**config.mk**
```make
export PLATFORM = sky130hd
export DESIGN_NAME = instruction_queue
export DESIGN_NICKNAME = d
export VERILOG_FILES = /design/src/rtl/instruction_queue.sv
export SDC_FILE = /design/constraint.sdc
export NUM_CORES = 1
export LEC_CHECK = 0
export ABC_AREA = 1
export CAP_MARGIN = 10
export CORE_MARGIN = 4
export CORE_UTILIZATION = 50
export CTS_CLUSTER_SIZE = 16
export DETAILED_ROUTE_END_ITERATION = 6
export PLACE_DENSITY = 0.69
export SETUP_SLACK_MARGIN = 0.3
export SYNTH_ARGS = -nofsm -noshare
export SYNTH_HDL_FRONTEND = slang
export SYNTH_SLANG_ARGS = --single-unit
```
**constraint.sdc**
```tcl
create_clock -name clk_i -period 11.85 [get_ports clk_i]
set_input_delay 1.185 -clock clk_i [delete_from_list [all_inputs] [get_ports clk_i]]
set_output_delay 1.185 -clock clk_i [all_outputs]
set_load 0.01 [all_outputs]
```
**src/rtl/instruction_queue.sv**
```systemverilog
// ---------------------------------------------------------------------------
// instruction_queue
//
// Decoupling FIFO between instruction fetch and decode/dispatch, with a
// static branch predictor on the fetch side. Each accepted {pc, instr} pair
// is pre-decoded as it is written:
//   - JAL is predicted taken.
//   - B-type branches are predicted taken only when backward (imm sign set).
//   - Everything else, including JALR, falls through to pc+4.
// A taken prediction redirects fetch in the same cycle the instruction is
// presented. The commit-side flush empties the whole queue.
//
// Parameters
//   DEPTH              number of entries (power of two, >= 2)
//
// Ports
//   clk_i              clock, rising edge
//   reset_ni           asynchronous active-low reset
//   fetch_valid_i      fetch presents a valid pc/instruction
//   fetch_pc_i         pc of the presented instruction
//   fetch_instr_i      presented instruction word
//   flush_i            pipeline flush; empties the queue
//   stall_o            fetch must hold its pc (queue full)
//   take_branch_o      fetch redirects to predicted_pc_o next edge
//   predicted_pc_o     redirect target (0 when no redirect)
//   deq_valid_o        head entry available to dispatch
//   deq_ready_i        dispatch accepts the head entry
//   deq_pc_o           head pc
//   deq_instr_o        head instruction
//   deq_pred_taken_o   head was predicted taken
//   deq_pred_target_o  head predicted target (pc+4 when not taken)
//   count_o            current occupancy, 0..DEPTH
// ---------------------------------------------------------------------------
module instruction_queue #(
  parameter int DEPTH = 8
) (
  input  logic                     clk_i,
  input  logic                     reset_ni,
  input  logic                     fetch_valid_i,
  input  logic [31:0]              fetch_pc_i,
  input  logic [31:0]              fetch_instr_i,
  input  logic                     flush_i,
  output logic                     stall_o,
  output logic                     take_branch_o,
  output logic [31:0]              predicted_pc_o,
  output logic                     deq_valid_o,
  input  logic                     deq_ready_i,
  output logic [31:0]              deq_pc_o,
  output logic [31:0]              deq_instr_o,
  output logic                     deq_pred_taken_o,
  output logic [31:0]              deq_pred_target_o,
  output logic [$clog2(DEPTH):0]   count_o
);

  localparam int PTR_W = $clog2(DEPTH);
  localparam int CNT_W = PTR_W + 1;

  localparam logic [6:0] OP_JAL    = 7'b1101111;
  localparam logic [6:0] OP_BRANCH = 7'b1100011;

  // Entry storage. Data only, so it carries no reset.
  logic [31:0] pc_mem     [DEPTH];
  logic [31:0] instr_mem  [DEPTH];
  logic        taken_mem  [DEPTH];
  logic [31:0] target_mem [DEPTH];

  logic [PTR_W-1:0] head_q, head_d;
  logic [PTR_W-1:0] tail_q, tail_d;
  logic [CNT_W-1:0] count_q, count_d;

  logic        full;
  logic        empty;
  logic        push;
  logic        pop;
  logic        pred_taken;
  logic [31:0] pred_target;

  // J-type immediate, sign-extended to 32 bits.
  function automatic logic signed [31:0] jal_offset(input logic [31:0] ins);
    logic signed [31:0] off;
    off = {{11{ins[31]}}, ins[31], ins[19:12], ins[20], ins[30:21], 1'b0};
    return off;
  endfunction

  // B-type immediate, sign-extended to 32 bits.
  function automatic logic signed [31:0] branch_offset(input logic [31:0] ins);
    logic signed [31:0] off;
    off = {{19{ins[31]}}, ins[31], ins[7], ins[30:25], ins[11:8], 1'b0};
    return off;
  endfunction

  // Static prediction on the instruction currently presented by fetch.
  always_comb begin
    pred_taken  = 1'b0;
    pred_target = fetch_pc_i + 32'd4;
    case (fetch_instr_i[6:0])
      OP_JAL: begin
        pred_taken  = 1'b1;
        pred_target = fetch_pc_i + $unsigned(jal_offset(fetch_instr_i));
      end
      OP_BRANCH: begin
        // Backward branches are usually loop closers; forward ones fall through.
        if (fetch_instr_i[31]) begin
          pred_taken  = 1'b1;
          pred_target = fetch_pc_i + $unsigned(branch_offset(fetch_instr_i));
        end
      end
      default: begin
        pred_taken  = 1'b0;
        pred_target = fetch_pc_i + 32'd4;
      end
    endcase
  end

  assign full  = (count_q == CNT_W'(DEPTH));
  assign empty = (count_q == '0);

  // Flush has priority over both push and pop.
  assign push = fetch_valid_i & ~full & ~flush_i;
  assign deq_valid_o = ~empty & ~flush_i;
  assign pop  = deq_valid_o & deq_ready_i;

  // Stall depends on the count register only, so a pop while full does not
  // release it until the following cycle; fetch simply re-presents its pc.
  assign stall_o = full;

  // Redirect only for an instruction actually accepted; push already
  // excludes full, so take_branch_o never coincides with stall_o.
  assign take_branch_o  = push & pred_taken;
  assign predicted_pc_o = take_branch_o ? pred_target : 32'd0;

  assign deq_pc_o          = pc_mem[head_q];
  assign deq_instr_o       = instr_mem[head_q];
  assign deq_pred_taken_o  = taken_mem[head_q];
  assign deq_pred_target_o = target_mem[head_q];
  assign count_o           = count_q;

  // Next-state for pointers and occupancy. Pointers are PTR_W bits wide and
  // DEPTH is a power of two, so plain increment wraps modulo DEPTH.
  always_comb begin
    head_d  = head_q;
    tail_d  = tail_q;
    count_d = count_q;
    if (flush_i) begin
      head_d  = '0;
      tail_d  = '0;
      count_d = '0;
    end else begin
      if (push) tail_d = tail_q + PTR_W'(1);
      if (pop)  head_d = head_q + PTR_W'(1);
      case ({push, pop})
        2'b10:   count_d = count_q + CNT_W'(1);
        2'b01:   count_d = count_q - CNT_W'(1);
        default: count_d = count_q;
      endcase
    end
  end

  always_ff @(posedge clk_i or negedge reset_ni) begin
    if (!reset_ni) begin
      head_q  <= '0;
      tail_q  <= '0;
      count_q <= '0;
    end else begin
      head_q  <= head_d;
      tail_q  <= tail_d;
      count_q <= count_d;
    end
  end

  always_ff @(posedge clk_i) begin
    if (push) begin
      pc_mem[tail_q]     <= fetch_pc_i;
      instr_mem[tail_q]  <= fetch_instr_i;
      taken_mem[tail_q]  <= pred_taken;
      target_mem[tail_q] <= pred_target;
    end
  end

endmodule
```
* Word-level counts from Yosys, hierarchy flattened
Memories as Yosys holds them, arrays and structs flattened.
Index checks and enable logic that the tools add are counted.
** Word-level totals
- Bits of input ports :: 69
- Memory bits (writable) :: 776
- Output and inout port bits :: 136
- Bits in read-only memories :: 0
- Memories :: 4
- Bits in latches :: 0
- Register bits :: 10
** Cells by class
- Magnitude comparators :: 0
- Add/sub/neg operators :: 7
- Multiplexer cells :: 13
- $mul :: 0
- Equality and inequality tests :: 5
- Shift operators :: 0
- Div/mod/pow operators :: 0
- Bitwise operators :: 8
- Reduce and logical (&&, ||, !) cells :: 4
** Memories
- instr_mem :: words 8, bits a word 32, read ports 1, clocked after memory_dff 0, wr ports 1, line 63 : logic [31:0] instr_mem [DEPTH];
- pc_mem :: words 8, bits a word 32, read ports 1, clocked after memory_dff 0, wr ports 1, line 62 : logic [31:0] pc_mem [DEPTH];
- target_mem :: words 8, bits a word 32, read ports 1, clocked after memory_dff 0, wr ports 1, line 65 : logic [31:0] target_mem [DEPTH];
- taken_mem :: words 8, bits a word 1, read ports 1, clocked after memory_dff 0, wr ports 1, line 64 : logic taken_mem [DEPTH];
** Operators by type and width (count)
- $add 32x32->32 :: 2
- $mux 32 :: 2
- $pmux 32 s2 :: 1
- $add 32x3->32 const B :: 1
- $eq 7x7->1 const B :: 2
- $mux 3 :: 4
- $pmux 4 s2 :: 1
- $add 3x1->3 const B :: 2
- $and 1x1->1 :: 5
- $add 4x1->4 const B :: 1
- $eq 4x4->1 const B :: 1
- $logic_not 4->1 :: 1
- $mux 4 :: 1
- $reduce_bool 2->1 :: 2
- $sub 4x1->4 const B :: 1
- $mux 1 :: 3
- $not 1->1 :: 3
- $reduce_bool 3->1 :: 1
- $eq 2x1->1 const B :: 1
- $eq 2x2->1 const B :: 1
- $pmux 1 s2 :: 1

* Depth between registers and ports, before layout
Gate-level depths: netlist of run 1.
- Depth after elaboration :: 7
- Depth in mapped cells :: 17
- Gate-level depth less buffers :: 17

* Least setup slack after synthesis of run 1
No wires, ideal clock.
- Path type :: input -> register
- Start :: input fetch_valid_i
- End :: memory instr_mem[0][0] (enable)
- Setup slack :: 5.655 ns
- Required time :: 11.298 ns
- Data arrival time :: 5.643 ns
- Path buffers :: 0
- Stages on the path :: 4
- Library setup time :: 0.552 ns
- Cells stage by stage :: nand2_1 -> nor2_1 -> nand2_1 -> nor2_1
** Between the ends
- Longest elaborated chain between the ends :: 4
** RTL lines
- from (decl) :: line 39 : input logic fetch_valid_i,
- $and 1x1->1 (2 in series) :: line 119 : assign push = fetch_valid_i & ~full & ~flush_i;
- $mux 1 :: line 172 : if (push) begin
- $mux 1 (implied by the code) :: line 174 : instr_mem[tail_q] <= fetch_instr_i;
- to (decl) :: line 63
No other way between the ends.

* Final worst setup path of run 1
- Start :: input fetch_pc_i[1]
- End :: output predicted_pc_o[7]
** Between the ends
- Longest elaborated chain between the ends :: 4
- Elaborated cells on any way between the ends :: 6
- Those cells by class :: add/sub: 3; mux: 3
** RTL lines
- from (decl) :: line 40 : input logic [31:0] fetch_pc_i,
- $add 32x3->32 or $add 32x32->32 (tied branches) :: line 95, 110, 105
- $mux 32 :: line 103 : if (fetch_instr_i[31]) begin
- $pmux 32 s2 * :: line 96 : case (fetch_instr_i[6:0])
- via pred_target[7] :: line 76 : logic [31:0] pred_target;
- $mux 32 * :: line 130 : assign predicted_pc_o = take_branch_o ? pred_target : 32'd0;
- to (decl) :: line 45 : output logic [31:0] predicted_pc_o,
The timed path passes the listed nets; every way through them passes the cells marked *.

==> impl_metrics.csv, run 1 <==
group,metric,value,unit
timing,hold_viol,0,
yosys,synth_area,35700,sq um
route,dr.pass1.iters,6,
timing,setup_viol,0,
route,dr.first_iter.drc_count,2866,
timing,grt_setup_unrepaired,"false",
clocking,clock-sinks,778,
route,routed_wl,102,mm
clocking,cts.reportedPaths.clkPinSlew,60,ps
clocking,cts_root_buf,"clkbuf_16",
placement,portBuffers,204,
cells_and_area,area_growth,15.2,%
clocking,postCtsHoldBufs,0,
timing,drv_slew,0,
grt,grt_first_pass_wirelength,152,mm
timing,max_freq,152,MHz
cells_and_area,nets,3743,
worst_setup_path,critPathLaunchType,"primary input",
worst_setup_path,required,10670,ps
cells_and_area,final_cell_area,41100,sq um
floorplanning,start_util,50.6,%
placement,dpl_cell_area,38600,sq um
grt,grt_use_total,26.7,%
yosys,synth_cell_type_count,45,
clocking,post_cts_buffers,0,
yosys,synth-edff-count,768,
yosys,postSynthCellCount,3468,
clocking,htree_levels,3,
floorplanning,die_w,275,um
timing,finalSetupTns,0,ps
yosys,synth_top_cell_area_share,64.7,%
yosys,synth.avg_cell_area,10.3,sq um
floorplanning,num_rows,97,
placement,hpwlAfterDp,63.5,mm
route,vias,26700,
grt,grt_pass1_vias,24600,
floorplanning,dieArea,75600,sq um
yosys,ys.warnings.count,0,
grt,overflow,0,
grt,grt_max_degree,133,
yosys,syn_nets,3588,
timing,fin_crit_sh,55.6,%
worst_setup_path,critPathArrivalTime,5400,ps
cells_and_area,nFillCells,5793,
floorplanning,io_pins,205,
clocking,clk_latency,630,ps
run,drv_cap,0,
pwr,irDropWorstVdd,0.157,mV
min_path,holdCritPathClass,"flip-flop to flip-flop",
yosys,ys_seq_area_share,65.4,%
yosys,synth_ff_type,"edfxtp_1",
timing,skew,25.0,ps
floorplanning,fp.dieH,275,um
timing,fin_crit,6590,ps
clocking,post_cts.resized_instances,0,
yosys,synth_most_common_cell,"nor2_1",
cells_and_area,drive_gt1_share,4.94,%
yosys,yosys-top-cells-count,"809 x nor2_1, 768 x edfxtp_1, 483 x nand2_1",
route,drc,0,
worst_setup_path,crit_path_end_kind,"primary output",
route,ant_nets,0,
yosys,yosysTopAreaCell,"edfxtp_1",
route,routed_via_density,5.76,
clocking,cts_tree,"built",
yosys,synthArstFlopShare,1.29,%
timing,max_slew.worst_pin.slew,1100,ps
clocking,cts_buffers,78,
yosys,synth_seq_cells,778,
floorplanning,core,70400,sq um
grt,antenna_found_initial,6,
worst_setup_path,critical_path_class,"primary input to primary output",
timing,relSlewSlack,26.2,%
pwr,power.density,189,nW/um^2
route,routedWlPerCell,22.1,um
pwr,leakage,0.0150,uW
yosys,synthTopCellsByArea,"edfxtp_1 65%, nor2_1 8.5%, o21ai_0 5.9%",
run_status,status,"finished clean",
clocking,clock_path_buffers,3,
placement,gp_congestion,1.07,
worst_setup_path,crit_fanout,12,
==> layout make-up <==
type                       count  area (sq um)  area share (%)
sequential                   778         23300            56.8
clock buffer                  98          2050            4.99
timing repair buffer         241          2330            5.67
inverter                     247           945            2.30
antenna                        4          10.0          0.0244
multi-input combinational   2277         10800            26.3
clock inverter                45           463            1.13
tap                          940          1180            2.86
==> sequential cells by signal, indices dropped and copies added, names as in the netlist <==
name        count
count_o         4
pc_mem        250
tail_q          3
head_q          3
instr_mem     256
taken_mem       8
target_mem    254
==> stage by stage <==
| stage | total power, uW | hold WS (ps) | worst slack, ps | instances | utilization [%] |
|---|---|---|---|---|---|
| finish | 7750 | 589 | 5260 | 4630 | 58.4 |
| global route | 8110 | 651 | 5000 | 4628 | 58.4 |
| CTS | 7780 | 591 | 5240 | 4626 | 58.3 |
| detailed placement | 5390 | 584 | 5400 | 4483 | 54.8 |
| global placement | 5360 | 579 | 5390 | 4483 | 54.8 |
| floorplan | 4460 | 550 | 5660 | 3468 | - |
==> cell usage in the layout (no fill, tap or decap), types with 9 or more instances in the layout <==
cell,instances
o22ai_1,101
xor2_1,18
nand2_1,483
nor3_1,17
nand3_1,127
clkbuf_1,19
a31oi_1,97
clkinv_1,19
ha_1,48
o21ai_0,420
nand4_1,21
nor2_1,801
edfxtp_1,768
clkbuf_16,79
inv_1,241
o211ai_1,9
nor2_4,10
a21oi_1,67
buf_4,36
clkdlybuf4s50_1,203
==> where the power goes <==
group / leakage [uW] / internal, uW / switching [uW]
registers: 0.00707 / 3110 / 72.6
logic: 0.00674 / 791 / 1360
clock network: 0.00121 / 1390 / 1020
==> worst paths after layout <==
kind,slack [ps],cells after the start,endpoint,from
setup / recovery,5260,14,predicted_pc_o[7],fetch_pc_i[1]
hold / removal,590,2,tail_q[0]$_DFFE_PN0P_,tail_q[0]$_DFFE_PN0P_
setup reg to reg,8230,8,pc_mem[1][6]$_DFFE_PP_,count_o[2]$_DFFE_PN0P_
hold reg to reg,590,2,tail_q[0]$_DFFE_PN0P_,tail_q[0]$_DFFE_PN0P_
max in group asynchronous,10610,1,head_q[0]$_DFFE_PN0P_,reset_ni
min in group asynchronous,880,1,head_q[1]$_DFFE_PN0P_,reset_ni
==> layer usage <==
layer / wire length (um) / vias to the layer above / GRT usage, %
li1: - / 12400 / -
met1: 42300 / 12800 / 37.6
met2: 46900 / 1237 / 42.3
met3: 9020 / 225 / 3.76
met4: 3920 / 4 / 10.4
met5: 23 / - / 0
==> worst max-delay path: stages <==
cell and delay [ps]:
clkdlybuf4s50_1 910, ha_1 400, inv_1 120, fa_1 360
inv_1 90, nand3_1 70, nand2_1 200, nand2_1 90
nand2_1 180, xor2_1 310, a21oi_1 120, a21oi_1 600
and2_1 230, clkdlybuf4s50_1 540
==> logic make-up (layout without fill, tap and decap cells) <==
group / count (synthesis) / count (layout) / share of synthesized area (%)
and+or+nand+nor: 1489 / 1489 / 16.7
DFF: 778 / 778 / 65.4
AOI/OAI and AO/OA: 711 / 711 / 10.9
buffers and inverters: 413 / 631 / 4.51
adders and majority gates: 51 / 51 / 1.85
xor gates and xnor gates: 26 / 26 / 0.639
other: 0 / 4 / 0
Power figures use the tool's default switching activity.
==> run 2: changes to the inputs <==
==> constraint.sdc (replaced) <==
create_clock -name clk_i -period 6.2 [get_ports clk_i]
set_input_delay 0.62 -clock clk_i [delete_from_list [all_inputs] [get_ports clk_i]]
set_output_delay 0.62 -clock clk_i [all_outputs]
set_load 0.01 [all_outputs]
==> impl_metrics.csv, run 2 (synthesized netlist as in run 1, its figures left out) <==
group,metric,value,unit
run_status,status,"finished clean",
clocking,clk_latency,630,ps
pwr,power.density,363,nW/um^2
cells_and_area,largest_reg_flops,256,
clocking,cts.reportedPaths.clkPinSlew,60,ps
cells_and_area,reg_top3,"instr_mem x256, target_mem x254, pc_mem x250",
clocking,postCtsHoldBufs,0,
route,dr.first_iter.drc_count,2983,
worst_setup_path,cp_slowest_cell,"clkdlybuf4s50_1",
floorplanning,io_pins,205,
timing,max_freq,188,MHz
grt,overflow,0,
grt,grt_first_pass_wirelength,156,mm
cells_and_area,final_core_util,58.8,%
worst_setup_path,setup.worst_path.start,"fetch_instr_i[1]",
timing,max_slew.worst_pin.slew,1130,ps
timing,finalSetupTns,0,ps
worst_setup_path,cp_cell_sequence,"clkdlybuf4s50_1, nand2_1, nor2_1, nand2_1, buf_4, nand2_1, inv_2, nor2_8, inv_2, a21oi_1, clkdlybuf4s50_1",
route,drc,0,
worst_setup_path,worstReg2RegStart,"count_o[0]$_DFFE_PN0P_",
worst_setup_path,crit_path_frequent_cell,"nand2_1",
worst_setup_path,critical_path_class,"primary input to primary output",
timing,drv_slew,0,
cells_and_area,fin_cells,4642,
placement,portBuffers,204,
worst_setup_path,critPathLaunchType,"primary input",
pwr,leakage,0.0152,uW
route,dr.pass1.iters,6,
grt,antenna_found_initial,4,
worst_setup_path,required,5580,ps
timing,relSlewSlack,24.5,%
pwr,power,15000,uW
cells_and_area,final_cell_area,41400,sq um
run,drv_cap,0,
timing,hold_viol,0,
grt,grt_pass1_vias,25200,
clocking,clock-sinks,778,
placement,gp_congestion,1.05,
worst_setup_path,crit_fanout,19,
cells_and_area,regMostFlops,"instr_mem",
placement,hpwlAfterDp,64.8,mm
pwr,irDropWorstVdd,0.290,mV
timing,fin_crit_sh,85.9,%
clocking,post_cts_buffers,0,
route,vias,26800,
timing,setup_viol,0,
floorplanning,die_w,275,um
worst_setup_path,cp_num_buf_inv,5,
grt,grt_use_total,27.4,%
cells_and_area,layout_common_cells,"801 x nor2_1, 768 x edfxtp_1, 483 x nand2_1",
cells_and_area,nets,3756,
min_path,holdCritPathClass,"primary input to asynchronous set/reset pin",
floorplanning,start_util,50.6,%
timing,grt_setup_unrepaired,"false",
floorplanning,fp.dieH,275,um
floorplanning,num_rows,97,
worst_setup_path,cpPeakStageDelay,700,ps
worst_setup_path,critPathArrivalTime,4710,ps
worst_setup_path,cp_top_family,"buffers and inverters",
route,routed_wl,105,mm
placement,dpl_cell_area,38800,sq um
cells_and_area,final_common_cell,"nor2_1",
floorplanning,core,70400,sq um
cells_and_area,drive_gt1_share,5.43,%
route,routedWlPerCell,22.6,um
clocking,cts_root_buf,"clkbuf_16",
route,routed_via_density,5.78,
floorplanning,dieArea,75600,sq um
clocking,htree_levels,3,
route,ant_nets,0,
clocking,post_cts.resized_instances,0,
grt,grt_max_degree,199,
timing,skew,26.4,ps
clocking,clock_path_buffers,3,
placement,dp.cells,4493,
clocking,cts_tree,"built",
timing,fin_crit,5330,ps
worst_setup_path,crit_path_end_kind,"primary output",
clocking,cts_buffers,81,
cells_and_area,area_growth,16.2,%
[run 2: changes by cell type in the layout (fill, tap and decap cells not counted), sizes merged]
cell and delta:
diode -2, inv -4, clkinvlp -2, clkbuf +13
buf +10, bufinv -1, clkinv -2
[run 2: final timing paths]
check	to	slack (ps)	depth (start not counted)
max in group asynchronous	head_q[0]$_DFFE_PN0P_	5530	1
min	head_q[1]$_DFFE_PN0P_	310	1
max	predicted_pc_o[20]	870	11
min in group clk_i	tail_q[0]$_DFFE_PN0P_	600	2
max reg2reg	pc_mem[5][9]$_DFFE_PP_	3000	7
min reg2reg	tail_q[0]$_DFFE_PN0P_	600	2
[run 2: cell type report]
class	count	area, sq um
diodes	2	5.00
clock buffers	111	2260
clock inverters	36	377
fillers	5877	29000
inverters	247	945
multi-input cells	2277	10800
flip-flops and latches	778	23300
well taps	940	1180
repair buffers	251	2540
[run 2: report_power, final]
part / total, uW / leakage [uW] / switching [uW] / internal, uW
registers: 6080 / 0.00707 / 128 / 5950
logic: 4150 / 0.00682 / 2600 / 1550
clock network: 4800 / 0.00129 / 1990 / 2820
total: 15000 / 0.0152 / 4710 / 10300
[run 2: stage by stage]
step / setup WS [ps] / hold WS (ps)
after floorplan: 570 / 324
after global placement: 1050 / 579
after detailed placement: 1090 / 590
after CTS: 1060 / 293
after global routing: 773 / 349
final: 874 / 313
[run 2: metal layers]
metal,vias to the layer above,global-route usage (%),wire length [um]
met5,-,0,12
met4,2,10.4,3910
met3,210,4.39,8560
met2,1168,43.5,48200
met1,13000,38.5,44200
li1,12400,-,-
